### src/rtl/vram_bridge_pkg.sv
// Shared types for the VRAM-to-SDRAM bridge: posted-write entry, FSM states and
// the byte-lane forwarding helper.
package vram_bridge_pkg;

  typedef struct packed {
    logic [15:0] addr;
    logic [1:0]  be;
    logic [7:0]  data;
  } wr_entry_t;

  typedef enum logic [1:0] {
    IDLE,
    RD_WAIT,
    WR_WAIT
  } state_e;

  // Newest-wins overlay of one byte lane; callers apply entries oldest first.
  function automatic logic [7:0] merge_lane(input logic [7:0]  cur,
                                            input wr_entry_t   ent,
                                            input logic        vld,
                                            input logic [15:0] rd_addr,
                                            input logic        lane);
    if (vld && (ent.addr == rd_addr) && ent.be[lane]) return ent.data;
    return cur;
  endfunction

endpackage

### src/rtl/vram_wr_fifo.sv
// Register FIFO for posted VRAM writes; every entry is visible, oldest first,
// so pending data can be forwarded into read results.
module vram_wr_fifo
  import vram_bridge_pkg::*;
#(
  parameter int unsigned FIFO_DEPTH = 4
) (
  input  logic                  clk_i,
  input  logic                  rst_i,
  input  logic                  push_i,
  input  logic                  pop_i,
  input  wr_entry_t             din_i,
  output wr_entry_t             ent_o [FIFO_DEPTH],
  output logic [FIFO_DEPTH-1:0] vld_o,
  output logic                  full_o,
  output logic                  empty_o
);

  localparam int unsigned PW = $clog2(FIFO_DEPTH);

  wr_entry_t     mem_q [FIFO_DEPTH];
  logic [PW-1:0] rd_ptr_q, wr_ptr_q;
  logic [PW:0]   count_q;
  logic          do_push, do_pop;

  assign full_o  = (count_q == (PW+1)'(FIFO_DEPTH));
  assign empty_o = (count_q == '0);
  assign do_pop  = pop_i && !empty_o;
  // A pop in the same cycle frees the slot a push into a full FIFO needs.
  assign do_push = push_i && (!full_o || do_pop);

  always_ff @(posedge clk_i or posedge rst_i) begin
    if (rst_i) begin
      rd_ptr_q <= '0;
      wr_ptr_q <= '0;
      count_q  <= '0;
    end else begin
      if (do_push) wr_ptr_q <= wr_ptr_q + PW'(1);
      if (do_pop)  rd_ptr_q <= rd_ptr_q + PW'(1);
      if (do_push && !do_pop)      count_q <= count_q + (PW+1)'(1);
      else if (do_pop && !do_push) count_q <= count_q - (PW+1)'(1);
    end
  end

  always_ff @(posedge clk_i) begin
    if (do_push) mem_q[wr_ptr_q] <= din_i;
  end

  always_comb begin
    for (int unsigned i = 0; i < FIFO_DEPTH; i++) begin
      ent_o[i] = mem_q[rd_ptr_q + PW'(i)];
      vld_o[i] = ((PW+1)'(i) < count_q);
    end
  end

endmodule

### src/rtl/vram_sdram_bridge.sv
// Turns VDP per-cycle VRAM strobes into req/ack transactions on a shared memory
// port: reads on address change, writes posted through a FIFO with forwarding.
module vram_sdram_bridge
  import vram_bridge_pkg::*;
#(
  parameter int unsigned FIFO_DEPTH = 4,
  parameter bit          FWD_EN     = 1'b1
) (
  input  logic        clk,
  input  logic        reset,
  input  logic [15:0] addr,
  input  logic [7:0]  data,
  input  logic        we_lo,
  input  logic        we_hi,
  output logic [7:0]  q_lo,
  output logic [7:0]  q_hi,
  output logic        mem_req,
  output logic        mem_we,
  output logic [15:0] mem_addr,
  output logic [1:0]  mem_be,
  output logic [15:0] mem_wdata,
  input  logic        mem_ack,
  input  logic [15:0] mem_rdata,
  output logic        overflow
);

  logic                  we_lo_q, we_hi_q;
  logic [1:0]            rise_be;
  logic                  push, pop, push_acc;
  wr_entry_t             push_ent;
  wr_entry_t             fifo_ent [FIFO_DEPTH];
  logic [FIFO_DEPTH-1:0] fifo_vld;
  logic                  fifo_full, fifo_empty;
  state_e                state_q, state_d;
  logic                  rd_pend_q, rd_pend_d, rd_valid_q, rd_valid_d;
  logic [15:0]           last_rd_addr_q, last_rd_addr_d;
  logic [7:0]            q_lo_q, q_lo_d, q_hi_q, q_hi_d, fwd_lo, fwd_hi;
  logic                  mem_req_q, mem_req_d, mem_we_q, mem_we_d;
  logic [15:0]           mem_addr_q, mem_addr_d, mem_wdata_q, mem_wdata_d;
  logic [1:0]            mem_be_q, mem_be_d;
  logic                  overflow_q, overflow_d;
  logic                  addr_chg, need_rd;

  assign rise_be    = {we_hi & ~we_hi_q, we_lo & ~we_lo_q};
  assign push       = |rise_be;
  assign push_ent   = '{addr: addr, be: rise_be, data: data};
  assign addr_chg   = (addr != last_rd_addr_q);
  assign need_rd    = rd_pend_q | addr_chg | ~rd_valid_q;
  assign pop        = (state_q == IDLE) && !need_rd && !fifo_empty;
  assign push_acc   = push && (!fifo_full || pop);
  assign overflow_d = overflow_q | (push & ~push_acc);

  vram_wr_fifo #(.FIFO_DEPTH(FIFO_DEPTH)) u_fifo (
    .clk_i   (clk),
    .rst_i   (reset),
    .push_i  (push),
    .pop_i   (pop),
    .din_i   (push_ent),
    .ent_o   (fifo_ent),
    .vld_o   (fifo_vld),
    .full_o  (fifo_full),
    .empty_o (fifo_empty)
  );

  // Reads never overlap a write, so only queued entries and a same-cycle push
  // can be newer than the memory data.
  always_comb begin
    fwd_lo = mem_rdata[7:0];
    fwd_hi = mem_rdata[15:8];
    if (FWD_EN) begin
      for (int unsigned i = 0; i < FIFO_DEPTH; i++) begin
        fwd_lo = merge_lane(fwd_lo, fifo_ent[i], fifo_vld[i], last_rd_addr_q, 1'b0);
        fwd_hi = merge_lane(fwd_hi, fifo_ent[i], fifo_vld[i], last_rd_addr_q, 1'b1);
      end
      fwd_lo = merge_lane(fwd_lo, push_ent, push_acc, last_rd_addr_q, 1'b0);
      fwd_hi = merge_lane(fwd_hi, push_ent, push_acc, last_rd_addr_q, 1'b1);
    end
  end

  always_comb begin
    state_d        = state_q;
    rd_pend_d      = rd_pend_q | addr_chg;
    rd_valid_d     = rd_valid_q;
    last_rd_addr_d = last_rd_addr_q;
    q_lo_d         = q_lo_q;
    q_hi_d         = q_hi_q;
    mem_req_d      = mem_req_q;
    mem_we_d       = mem_we_q;
    mem_addr_d     = mem_addr_q;
    mem_be_d       = mem_be_q;
    mem_wdata_d    = mem_wdata_q;
    case (state_q)
      IDLE: begin
        if (need_rd) begin
          mem_req_d      = 1'b1;
          mem_we_d       = 1'b0;
          mem_be_d       = 2'b11;
          mem_addr_d     = addr;
          last_rd_addr_d = addr;
          rd_pend_d      = 1'b0;
          state_d        = RD_WAIT;
        end else if (!fifo_empty) begin
          mem_req_d   = 1'b1;
          mem_we_d    = 1'b1;
          mem_be_d    = fifo_ent[0].be;
          mem_addr_d  = fifo_ent[0].addr;
          mem_wdata_d = {fifo_ent[0].data, fifo_ent[0].data};
          state_d     = WR_WAIT;
        end
      end
      RD_WAIT: begin
        if (mem_ack) begin
          mem_req_d  = 1'b0;
          q_lo_d     = fwd_lo;
          q_hi_d     = fwd_hi;
          rd_valid_d = 1'b1;
          state_d    = IDLE;
        end
      end
      WR_WAIT: begin
        if (mem_ack) begin
          mem_req_d = 1'b0;
          state_d   = IDLE;
        end
      end
      default: state_d = IDLE;
    endcase
  end

  always_ff @(posedge clk or posedge reset) begin
    if (reset) begin
      state_q        <= IDLE;
      we_lo_q        <= 1'b0;
      we_hi_q        <= 1'b0;
      rd_pend_q      <= 1'b0;
      rd_valid_q     <= 1'b0;
      last_rd_addr_q <= '1;
      q_lo_q         <= '0;
      q_hi_q         <= '0;
      mem_req_q      <= 1'b0;
      mem_we_q       <= 1'b0;
      mem_addr_q     <= '0;
      mem_be_q       <= '0;
      mem_wdata_q    <= '0;
      overflow_q     <= 1'b0;
    end else begin
      state_q        <= state_d;
      we_lo_q        <= we_lo;
      we_hi_q        <= we_hi;
      rd_pend_q      <= rd_pend_d;
      rd_valid_q     <= rd_valid_d;
      last_rd_addr_q <= last_rd_addr_d;
      q_lo_q         <= q_lo_d;
      q_hi_q         <= q_hi_d;
      mem_req_q      <= mem_req_d;
      mem_we_q       <= mem_we_d;
      mem_addr_q     <= mem_addr_d;
      mem_be_q       <= mem_be_d;
      mem_wdata_q    <= mem_wdata_d;
      overflow_q     <= overflow_d;
    end
  end

  assign q_lo      = q_lo_q;
  assign q_hi      = q_hi_q;
  assign mem_req   = mem_req_q;
  assign mem_we    = mem_we_q;
  assign mem_addr  = mem_addr_q;
  assign mem_be    = mem_be_q;
  assign mem_wdata = mem_wdata_q;
  assign overflow  = overflow_q;

endmodule
### config.mk
export PLATFORM = sky130hd
export DESIGN_NAME = vram_sdram_bridge
export DESIGN_NICKNAME = d
export VERILOG_FILES = /design/src/rtl/vram_bridge_pkg.sv /design/src/rtl/vram_wr_fifo.sv /design/src/rtl/vram_sdram_bridge.sv
export SDC_FILE = /design/constraint.sdc
export NUM_CORES = 1
export LEC_CHECK = 0
export ABC_AREA = 1
export BUFFER_PORTS_ARGS = -buffer_cell sky130_fd_sc_hd__buf_2
export CAP_MARGIN = 20
export CORE_MARGIN = 4
export CORE_UTILIZATION = 61
export DETAILED_ROUTE_END_ITERATION = 8
export PLACE_DENSITY = 0.85
export SYNTH_ARGS = -nofsm -noshare
export SYNTH_HDL_FRONTEND = slang
export SYNTH_SLANG_ARGS = --single-unit
### constraint.sdc
create_clock -name clk -period 4.3 [get_ports clk]
set_input_delay 0.215 -clock clk [delete_from_list [all_inputs] [get_ports clk]]
set_output_delay 0.215 -clock clk [all_outputs]
set_load 0.005 [all_outputs]
==> metrics.log <==
[metrics] number of setup violations in the final report: 0
[metrics] Total GRT Usage: 34.0%
[metrics] slew at the pin closest to its max-slew limit: 0.983 ns
[metrics] area of combinational cells with multiple inputs: 5460 um2
[metrics] max frequency: 278 MHz
[metrics] placed wire-length estimate: 25,000 um
[metrics] Layout area overhead: 10.2%
[metrics] post-layout net count: 1,690
[metrics] initial antenna violation count: 1
[metrics] final-report max-slew violation count: 0
[metrics] number of maximum-capacitance constraint violations: 0
[metrics] number of detailed-route iterations in the first pass: 6
[metrics] TritonCTS clock tree: yes
[metrics] kind of end point of the critical path: register
[metrics] global-route wire length before repair: 54,400 um
[metrics] number of standard-cell rows in the floorplan: 49
[metrics] total length of routed wires: 34,700 um
[metrics] TritonCTS sink count: 178
[metrics] H-tree depth: 4
[metrics] Max Root-Sink Buffers: 2
[metrics] remaining design rule violation count: 0
[metrics] final cycle utilization of the critical path: 83.7%
[metrics] # fillers: 1,502
[metrics] area of all sequential standard cells: 5000 um2
[metrics] P_leak: 6.38 nW
[metrics] effective utilization at floorplan: 62.8%
[metrics] Worst Path Arrival: 3.94 ns
[metrics] ant diodes: 0
[metrics] area of the mapped netlist: 11,400 um2
[metrics] Yosys reg bits: 178
[metrics] startpoint-to-endpoint class of the critical path: reg2reg
[metrics] RSZ-0062 raised after global routing: no
[metrics] final hold slack: 0.0213 ns
[metrics] Post-CTS Setup Bufs: 0
[metrics] async set-reset flop share out of synthesis: 41.6%
[metrics] Reg clk slew, reported paths: 0.08 ns
[metrics] worst clock skew: 0.0152 ns
[metrics] cts bufs inserted: 17
[metrics] number of violations reported at the end of detailed-routing iteration 0: 1,607
[metrics] top-level port count: 98
[metrics] pin count of the biggest net entering global routing: 62
[metrics] via count of the first global-routing pass: 10,100
[metrics] post-layout power: 6.53 mW
[metrics] Final Wtd Congestion: 1.03
[metrics] cell at the root of the clock tree: sky130_fd_sc_hd__clkbuf_16
[metrics] Syn Area/Cell: 7.29 um2
[metrics] Required @ worst endpoint: 4.65 ns
[metrics] run status: complete, no violations
[metrics] post-route antenna net violation count: 0
[metrics] Yosys Warn Count: 0
[metrics] kind of launch point of the worst setup path: register
[metrics] peak fanout along the critical path: 59
[metrics] count of buffers from port buffering: 97
[metrics] insertion delay of the later-clocked pin in the worst-skew pair: 0.45 ns
[metrics] via/cell ratio: 5.85
[metrics] fraction of final layout cells sized beyond drive strength 1: 12.8%
[metrics] min setup slack post-route: 0.702 ns
[metrics] library cells used by synthesis: 40
[metrics] area of the die: 21,000 um2
[metrics] leading register cell type out of synthesis: sky130_fd_sc_hd__edfxtp_1
[metrics] Pwr Density: 519 nW/um2
[metrics] leftover overflow at the end of global routing: 0
[metrics] wire per inst: 18.5 um
[metrics] core area: 18,200 um2
[metrics] sequential share of the synthesized area: 43.7%
[metrics] post-layout util: 69.2%
[metrics] via total after detailed routing: 11,000
[metrics] vertical die dimension: 145 um
[metrics] worst hold-check path type: in2reg
[metrics] Mapped Cells: 1,567
[metrics] post-route setup TNS: 0 ns
[metrics] Die X: 145 um
[metrics] final hold vios: 0
[metrics] worst slew margin relative to its limit: 33.7%
[metrics] Tmin final: 3.60 ns
[metrics] post-synth net total: 1,623
[metrics] DP Worst Slack: 0.831 ns
[metrics] number of flops mapped to enable cells by yosys: 104
[metrics] worst vdd rail ir drop: 447 uV
==> cells in the final DEF (no fill, tap or decap), drive strengths merged, types with 3 or more instances in the layout <==
master / n
a21oi: 22
buf: 117
clkbuf: 18
clkinv: 7
dfrtp: 58
dfstp: 16
dlygate4sd3: 3
edfxtp: 104
ha: 11
inv: 155
mux2: 5
mux2i: 32
nand2: 615
nand3: 150
nand4: 12
nor2: 140
nor3: 6
o211ai: 5
o21ai: 136
xnor2: 3
xor2: 21
==> metrics by stage <==
step | cells | cell area [um2]
floorplan | 1567 | 11400
global placement | 1841 | 12000
detailed placement | 1841 | 12000
CTS | 1876 | 12600
global route | 1876 | 12600
finish | 1876 | 12600
==> critical path, cell delays in order, from the launching register on <==
cell	delay, ns
sky130_fd_sc_hd__dfrtp_4	0.90
sky130_fd_sc_hd__buf_4	0.50
sky130_fd_sc_hd__nand2_1	0.13
sky130_fd_sc_hd__nand3_1	0.14
sky130_fd_sc_hd__nand2_1	0.08
sky130_fd_sc_hd__nand2_1	0.06
sky130_fd_sc_hd__o21ai_1	0.07
sky130_fd_sc_hd__nor2_1	0.20
sky130_fd_sc_hd__nand2_1	0.08
sky130_fd_sc_hd__nor2_1	0.39
sky130_fd_sc_hd__nand4_2	0.38
sky130_fd_sc_hd__nor2_1	0.19
sky130_fd_sc_hd__nor2_1	0.07
sky130_fd_sc_hd__nand2_1	0.08
sky130_fd_sc_hd__nand2_1	0.07
sky130_fd_sc_hd__nand2_1	0.08
sky130_fd_sc_hd__nand2_1	0.05
==> state kept, by name (all words and copies together) (netlist names) <==
signal           count
last_rd_addr_q      16
q_hi                 8
we_hi_q              1
mem_we               1
mem_wdata            8
u_fifo.wr_ptr_q      2
q_lo                 8
rd_valid_q           1
rd_pend_q            1
mem_be               2
mem_addr            16
overflow             1
mem_req              1
u_fifo.rd_ptr_q      2
u_fifo.count_q       3
state_q              2
we_lo_q              1
u_fifo.mem_q       104
==> cell families after synthesis <==
logic type,count (synthesis),synth area share (%)
flip-flops,178,43.7
adder cells (fa/ha/maj),11,1.20
buffers and inverters,220,8.63
AO/OA/AOI/OAI,170,7.81
AND/OR/NAND/NOR,927,33.5
multiplexers,37,3.30
XOR/XNOR,24,1.84
==> synth_stat cells, types with 19 or more instances <==
cell type	n	area (um2)
sky130_fd_sc_hd__o21ai_0	123	616
sky130_fd_sc_hd__dfrtp_1	58	1450
sky130_fd_sc_hd__nand2_1	608	2280
sky130_fd_sc_hd__buf_2	27	135
sky130_fd_sc_hd__edfxtp_1	104	3120
sky130_fd_sc_hd__a21oi_1	22	110
sky130_fd_sc_hd__xor2_1	21	184
sky130_fd_sc_hd__clkbuf_1	19	71.3
sky130_fd_sc_hd__nor2_1	130	488
sky130_fd_sc_hd__nand3_1	147	736
sky130_fd_sc_hd__mux2i_1	32	320
sky130_fd_sc_hd__inv_1	143	537
==> final timing paths <==
path / start / end / slack [ns] / cells after the start
worst max-delay path: u_fifo.rd_ptr_q[0] / q_hi[5] / 0.70 / 16
worst min-delay path: addr[15] / u_fifo.mem_q[1][25] / 0.02 / 1
worst max register to register: u_fifo.rd_ptr_q[0] / q_hi[5] / 0.70 / 16
worst min register to register: mem_we / mem_we / 0.49 / 2
max in group asynchronous: reset / last_rd_addr_q[10] / 2.87 / 4
min in group asynchronous: reset / q_hi[5] / 0.41 / 3
==> timing repair <==
| item | 4_1_cts | 5_1_grt |
|---|---|---|
| endpoints found under the setup margin | 0 | 0 |
| resized for setup | 0 | 0 |
| hold endpoints to repair | 29 | 0 |
| hold buffers | 3 | 0 |
==> layer usage <==
layer	global-route usage [%]	up-vias	routed length, um
met2	50.1	682	14800
met1	50.7	5055	14700
met3	7.99	67	4440
li1	-	5165	-
met5	0	-	13
met4	9.18	2	669
==> power breakdown <==
group          total [mW]  internal [mW]  leakage [nW]  switching [mW]
registers            2.75           2.34          1.83           0.412
clock network        1.56          0.782         0.288           0.774
logic                2.23          0.761          4.27            1.46
total                6.53           3.88          6.38            2.65
==> final cells by class <==
class                   count  area share [%]
clock inverters            14            1.25
multi-input cells        1169            43.3
clock buffers              18            3.41
well taps                 229            2.27
inverters                 148            4.44
repair buffers            120            5.58
flip-flops and latches    178            39.7
No activity file was read; power rests on OpenSTA's default activity.
